## config.mk

```make
export PLATFORM = sky130hd
export DESIGN_NAME = guess_cmp
export DESIGN_NICKNAME = d
export VERILOG_FILES = /design/src/rtl/guess_pkg.sv /design/src/rtl/guess_cmp.sv
export SDC_FILE = /design/constraint.sdc
export NUM_CORES = 1
export LEC_CHECK = 0
export ABC_CLOCK_PERIOD_IN_PS = 1020
export CORE_AREA = 2 2 39 41
export DETAILED_ROUTE_END_ITERATION = 10
export DIE_AREA = 0 0 41 43
export GPL_ROUTABILITY_DRIVEN = 0
export PLACE_DENSITY = 0.5
export SLEW_MARGIN = 20
export SYNTH_ARGS = -nofsm -noshare
export SYNTH_HDL_FRONTEND = slang
export SYNTH_SLANG_ARGS = --single-unit
```

## constraint.sdc

```tcl
create_clock -name vclk -period 1.02
set_clock_uncertainty 0.05 [all_clocks]
set_input_delay 0.102 -clock vclk [all_inputs]
set_output_delay 0.102 -clock vclk [all_outputs]
set_load 0.01 [all_outputs]
```

## src/rtl/guess_pkg.sv

```systemverilog
// Shared types and defaults for the guess-the-number game datapath.
package guess_pkg;

  localparam int unsigned DEF_WIDTH     = 6;
  localparam int unsigned DEF_MAX_TRIES = 8;
  localparam int unsigned DEF_TRY_W     = 8;

  typedef enum logic [1:0] {
    IDLE = 2'd0,
    PLAY = 2'd1,
    WIN  = 2'd2,
    LOSE = 2'd3
  } state_e;

  // Three-way compare result, also consumed by the display decoder
  typedef enum logic [1:0] {
    LT = 2'd0,
    EQ = 2'd1,
    GT = 2'd2
  } cmp_t;

  typedef struct packed {
    logic too_high;
    logic too_low;
    logic correct;
  } flags_t;

endpackage

```

## src/rtl/guess_cmp.sv

```systemverilog
// Combinational unsigned three-way compare of a guess against the secret.
module guess_cmp
  import guess_pkg::*;
#(
  parameter int unsigned WIDTH = DEF_WIDTH
) (
  input  logic [WIDTH-1:0] guess,
  input  logic [WIDTH-1:0] secret,
  output cmp_t             cmp_c
);

  always_comb begin
    cmp_c = EQ;
    if (guess > secret) begin
      cmp_c = GT;
    end else if (guess < secret) begin
      cmp_c = LT;
    end
  end

endmodule

```

# Word-level counts from Yosys, hierarchy flattened
# Cells that the tools add are included.
# W data, S select, Z words.
dict set report classes {
  shift 0
  n_lt_le_gt_ge 2
  n_addsub 0
  reduce_logical 0
  n_mul 0
  mux 2
  bitwise 0
  div 0
  eq_ne 0
}
# cell n
set op_table {}
lappend op_table {{$gt A6 B6 Y1} 1}
lappend op_table {{$lt A6 B6 Y1} 1}
lappend op_table {{$mux W2} 1}
lappend op_table {{$mux W1} 1}
dict set report totals {
  mem_bits_rw 0
  rom_bits 0
  wordCells 4
  input_bits 12
  latch_bits 0
  reg_bits 0
  output_inout_bits 2
  mem_count 0
}

# Depth between registers and ports, before layout
# Gate-level depths: netlist of the first run.
dict set report depth {
  ltp_word 3
  depth_mapped 5
}

# Least setup slack after synthesis of the first run
# Ideal clock, no wire load.
dict set report synth_timing {
  path_type {input -> output}
  start {input port secret[5]}
  end {output port cmp_c[1]}
  cell_stages 5
  required_time_ns 0.868
  path_buffers 0
  arrival_time_ns 0.938
  path_slack_ns -0.070
  cell_sequence {inv_1 ha_1 and4_1 nand3_1 a21boi_1}
}
dict set report synth_between {
  elab_chain_cells 2
}
# element line_no
set synth_rtl {}
lappend synth_rtl {{from (decl)} guess_cmp.sv:8} ;# input logic [WIDTH-1:0] secret,
lappend synth_rtl {{$gt A6 B6 Y1} guess_cmp.sv:14} ;# if (guess > secret) begin
lappend synth_rtl {{$mux W2} guess_cmp.sv:14}
lappend synth_rtl {{to (decl)} guess_cmp.sv:9} ;# output cmp_t cmp_c
# Every way passes these cells.

# Worst setup path after layout of the first run
dict set report layout_timing {
  start {input port guess[3]}
  end {output port cmp_c[1]}
}
dict set report layout_between {
  elab_chain_cells 2
}
# element line_no
set layout_rtl {}
lappend layout_rtl {{from (decl)} guess_cmp.sv:7} ;# input logic [WIDTH-1:0] guess,
lappend layout_rtl {{$gt A6 B6 Y1} guess_cmp.sv:14}
lappend layout_rtl {{$mux W2} guess_cmp.sv:14}
# Every way passes these cells.

==> results of run 1 <==
through the flow:
step	TNS, ps	util (%)	worst slack, ps	hold slack (ps)	cells
final	-317	28.8	-170	676	53
after global routing	-408	28.8	-211	701	53
after CTS	-322	28.4	-172	678	53
after detailed placement	-2060	23.4	-1040	1400	53
after global placement	-2070	23.4	-1040	1390	53
after floorplan	-48.2	-	-30.0	480	23
worst paths after layout:
path / depth (start not counted) / startpoint / slack [ps] / endpoint
hold / removal: 5 / guess[1] / 680 / cmp_c[1]
setup / recovery: 6 / guess[3] / -170 / cmp_c[1]
layout by cell type (no fill, tap or decap):
master,count
dlygate4sd2_1,2
inv_4,1
nand3_2,1
a21oi_1,3
buf_6,8
nor2b_4,1
and4_4,1
ha_2,1
inv_1,1
nor2_1,1
o21ai_2,1
ha_4,5
a21boi_2,1
nand2_1,1
inv_2,4
o21a_1,1
buf_2,4
synthesized netlist by cell type:
library cell	instances
nand3_1	1
inv_1	6
nor2_1	1
nand2_1	1
and4_1	1
o21a_1	1
ha_1	6
a21boi_1	1
o21ai_1	1
a21oi_1	3
nor2b_1	1
power groups by stage:
stage / clock [mW] / combinational, mW / sequential [mW]
detailed placement: 0 / 0.117 / 0
global placement: 0 / 0.118 / 0
CTS: 0 / 0.152 / 0
floorplan: 0 / 0.0510 / 0
finish: 0 / 0.154 / 0
global route: 0 / 0.176 / 0
critical path, delay by kind of cell:
family                     cells  cell delay, ps
and+or+nand+nor                2             300
adders and majority gates      1             250
buffers and inverters          2             230
AOI/OAI and AO/OA              1             150
per-layer routing:
metal  vias to the layer above  share of wire, %
li1                        106                 -
met1                        91                43
met2                        11                48
met3                         0               9.2
met4                         0                 0
met5                         -                 0
logic make-up after synthesis:
kind of cell / share of synthesized area [%]
simple gates: 17.2
fa+ha+maj: 46.9
buf+inv: 14.1
compound gates: 21.9
cell type report:
cell class | instances | area share, %
multi-input combinational | 17 | 56.6
timing repair buffer | 14 | 32.1
inverter | 6 | 6.29
tap | 16 | 5.03
timing repair:
item	4_1_cts	5_1_grt
pin swaps	12	0
setup endpoints to repair	2	2
resized for setup	68	2
endpoints found under the hold margin	0	0
buffers inserted	0	0
==> results.md, run 1 <==
* Fin area at 398 um^2
* Status: complete, but fails checks
* Fin crit share at 117%
* I/O pin total at 14
* IO Port Bufs at 14
* Core footprint at 1380 um^2
* Area occupied by registers at 0 um^2
* Post-synthesis area per instance at 6.96 um^2
* HP Class: in2out
* Final min period at ~1200 ps
* Peak VDD IR at 0.0984 mV
* Data arrival, critical path at 1040 ps
* Synthesis-to-finish area growth at 148%
* Switch share at 39.7%
* Ranking of synthesized cells by area: ha_1, inv_1, a21oi_1
* Max Freq at 0.840 GHz
* WL final at 446 um
* Area leader, netlist: ha_1
* Hold buffer count at CTS at 0
* DP Area at 324 um^2
* Initial antenna violation count at 0
* Unrepaired setup endpoints after global routing: yes
* Max incr delay on CP at 250 ps
* Actual slew at the worst max-slew pin at 114 ps
* Worst Slack Setup Final at -170 ps
* Max-cap violations at 0
* Row cnt at 14
* Die Wd at 41 um
* Dpl hpwl at 299 um
* Starting DRC count in detailed routing at 0
* DRC at 0
* First-pass GRT wire length at 745 um
* Multi-input gate area at 225 um^2
* CP Launch Type: primary input
* Drt first pass iters at 1
* Largest net degree at the start of global routing at 4
* CP required at 870 ps
* Seq cells at 0
* Busiest grt layer: met2
* Area share of the largest cell type after synthesis at 46.9%
* Post-synthesis net count at 41
* CP Class: in2out
* Slew Limit Fails at 0
* Slowest stage cell, crit path: ha_4
* Share of cells above drive strength 1 at 75.7%
* Register share of total power at 0%
* Register area share after synthesis at 0%
* Final hold violations at 0
* Power Density at 386 nW/um^2
* Mapped cell area at 160 um^2
* Vias per cell at approximately 3.9
* Unique masters post-synth at 11
* Number of nets with antenna violations after routing at 0
* Die Y-Extent at 43 um
* Fill count at 161
* Leak at between 0.15 and 0.2 nW
* Failing checks: setup timing
* N_diodes at 0
* Psw at 60.9 uW
* DIE AREA at 1760 um^2
* Pwr Total at 154 uW
* GRT Total Usage at 5.49%
* GRT Residual Overflow at 0
* Vias in the first global route at between 200 and 250
* Drt wl/cell at about 8.4 um
* Synthesis Warnings at 0
* Final setup fails at 2
* Combinational Power Share at 100.0%
* Crit end category: output pin
* Nets at 57
* Clock buf count at 0
* GRT met3 Usage at 0%
* Vias at 208
* Synth Instances at 23
* Slew margin rel. at 92.4%
* Met1 global-route usage at between 7 and 8%
* CP max FO at 2
* Clk pwr share at 0%
* Worst path cell trace: buf_6 -> ha_4 -> and4_4 -> nand3_2 -> a21boi_2 -> buf_2
* Grt met2 use at 9.69%
* Starting density of the core at 11.6%
* Total internal power at 92.6 uW
No activity file was read; power rests on OpenSTA's default activity.
==> inputs of run 2 (changes only) <==
--- a/config.mk
+++ b/config.mk
@@ -6,9 +6,9 @@
 export NUM_CORES = 1
 export LEC_CHECK = 0
 export ABC_CLOCK_PERIOD_IN_PS = 1020
-export CORE_AREA = 2 2 39 41
+export CORE_AREA = 10 10 47 49
 export DETAILED_ROUTE_END_ITERATION = 10
-export DIE_AREA = 0 0 41 43
+export DIE_AREA = 0 0 57 59
 export GPL_ROUTABILITY_DRIVEN = 0
 export PLACE_DENSITY = 0.5
 export SLEW_MARGIN = 20
==> run 2 against run 1 <==
Routed wire length is 21% higher. Via count unchanged. Hold slack worse by 8.2 ps. Sequential share of layout area unchanged. Maximum frequency up 0.60%. Sequential cell count did not move. Cell area grew 2.5%. The run still ends with setup timing left. Non-clock buffer count unchanged. Cell count unchanged.
==> results.md, run 2 (synthesis gave the netlist of run 1 again) <==
* Status: complete, but fails checks
* Failing checks: setup timing
* Starting density of the core at 11.4% (-0.14 points)
* N_diodes at 0 (unchanged)
* Hold_sp: guess[1]
* IO Port Bufs at 14 (unchanged)
* CP required at 870 ps (about the same)
* Initial antenna violation count at 0 (unchanged)
* First-pass GRT wire length at 917 um (+23%)
* WL final at 538 um (+21%)
* CP max FO at 2 (unchanged)
* Power Density at 385 nW/um^2 (-0.15%)
* CP Launch Type: primary input
* Actual slew at the worst max-slew pin at 117 ps (+3.20 ps)
* Setup bufs post-CTS at 0 (unchanged)
* GRT Total Usage at 2.98% (-2.5 points)
* Crit end category: output pin
* Final min period at 1180 ps (-7.13 ps)
* # placed instances at 53 (unchanged)
* DP Area at 324 um^2 (unchanged)
* I/O pin total at 14 (unchanged)
* Largest net degree at the start of global routing at 4 (unchanged)
* DIE AREA at 3360 um^2 (+91%)
* Hold buffer count at CTS at 0 (unchanged)
* WHS Endpoint: cmp_c[0]
* Max Freq at 0.845 GHz (+0.60%)
* Data arrival, critical path at 1030 ps (about the same)
* Max-cap violations at 0 (unchanged)
* Slew margin rel. at 92.2% (-0.21 points)
* Dpl hpwl at 452 um (+51%)
* Final core occ at 29.1% (+0.35 points)
* Setup_tns at -297 ps (+19.4 ps)
* Vias at 208 (unchanged)
* Unrepaired setup endpoints after global routing: yes
* CP Class: in2out
* Row cnt at 14 (unchanged)
* Commonest non-fill, non-tap cell in the layout: buf_6
* Fill count at 163 (+1.2%)
* Vias per cell at 3.92 (unchanged)
* Area occupied by registers at 0 um^2 (unchanged)
* Core footprint at 1400 um^2 (+1.3%)
* Die Y-Extent at 59 um (+37%)
* Leak at 0.178 nW (+0.48%)
* Drt first pass iters at 1 (unchanged)
* Clock buf count at 0 (unchanged)
* Vias in the first global route at 242 (+15%)
* Hold Path Depth at 5 (unchanged)
* Drt wl/cell at 10.2 um (+21%)
* Die Wd at 57 um (+39%)
* Seq cells at 0 (unchanged)
* Pre-CTS WS at -1050 ps (-11.5 ps)
* Commonest non-fill, non-tap cells in the layout: buf_6, ha_4, inv_2, buf_2, a21oi_1
* Non-Filler Instances at 53 (unchanged)
* HP Class: in2out
* DRC at 0 (unchanged)
* GRT Residual Overflow at 0 (unchanged)
* Slew Limit Fails at 0 (unchanged)
* Synthesis-to-finish area growth at 155%
* Multi-input gate area at 235 um^2 (+4.4%)
* Fin crit share at 116% (-0.70 points)
* Number of nets with antenna violations after routing at 0 (unchanged)
* Nets at 57 (unchanged)
* Share of cells above drive strength 1 at 78.4% (+2.7 points)
* Peak VDD IR at 0.106 mV (+7.7%)
* Fin area at 408 um^2 (+2.5%)
* Final setup fails at 2 (unchanged)
* Worst Slack Setup Final at -163 ps (+7.12 ps)
* Final hold violations at 0 (unchanged)
* Starting DRC count in detailed routing at 0 (unchanged)
## run 2: cell counts in the layout (fill, tap and decap cells not counted)
No cell type changed its count.
## run 2: worst max-delay path by stage
| stage | start | end |
|---|---|---|
| final | guess[3] | cmp_c[1] |
| after global routing | secret[3] | cmp_c[1] |
| after CTS | secret[3] | cmp_c[1] |
| after detailed placement | secret[5] | cmp_c[1] |
| after global placement | secret[5] | cmp_c[1] |
| after floorplan | secret[5] | cmp_c[0] |
## run 2: final cells by class
class / instances / share of cell area (%)
multi-input combinational: 17 / 57.7
timing repair buffer: 14 / 31.3
inverter: 6 / 6.13
tap: 16 / 4.91
## run 2: critical path, cell delays in order
cell	delay, ps
buf_6	90
ha_4	250
and4_4	230
nand3_2	60
a21boi_2	150
buf_2	140
## run 2: through the flow
step | total power, mW | hold slack, ps
floorplan | 0.0510 | 480
global placement | 0.119 | 1400
detailed placement | 0.119 | 1410
CTS | 0.159 | 678
global route | 0.177 | 693
finish | 0.157 | 668
## run 2: metal layers
metal  vias up  global-route usage [%]  share of wire [%]
li1        106                       -                  -
met1        92                    3.80                 48
met2        10                    4.81                 41
met3         0                    1.29                 11
met4         0                       0                  0
met5         -                       0                  0
## run 2: what timing repair did
action	CTS	global route
pin swaps	8	1
resized for setup	70	0
endpoints found under the setup margin	2	2
## run 2: power breakdown
part	total, mW	switching [mW]	internal [mW]
combinational	0.157	0.0626	0.0945
sequential	0	0	0
clock	0	0	0
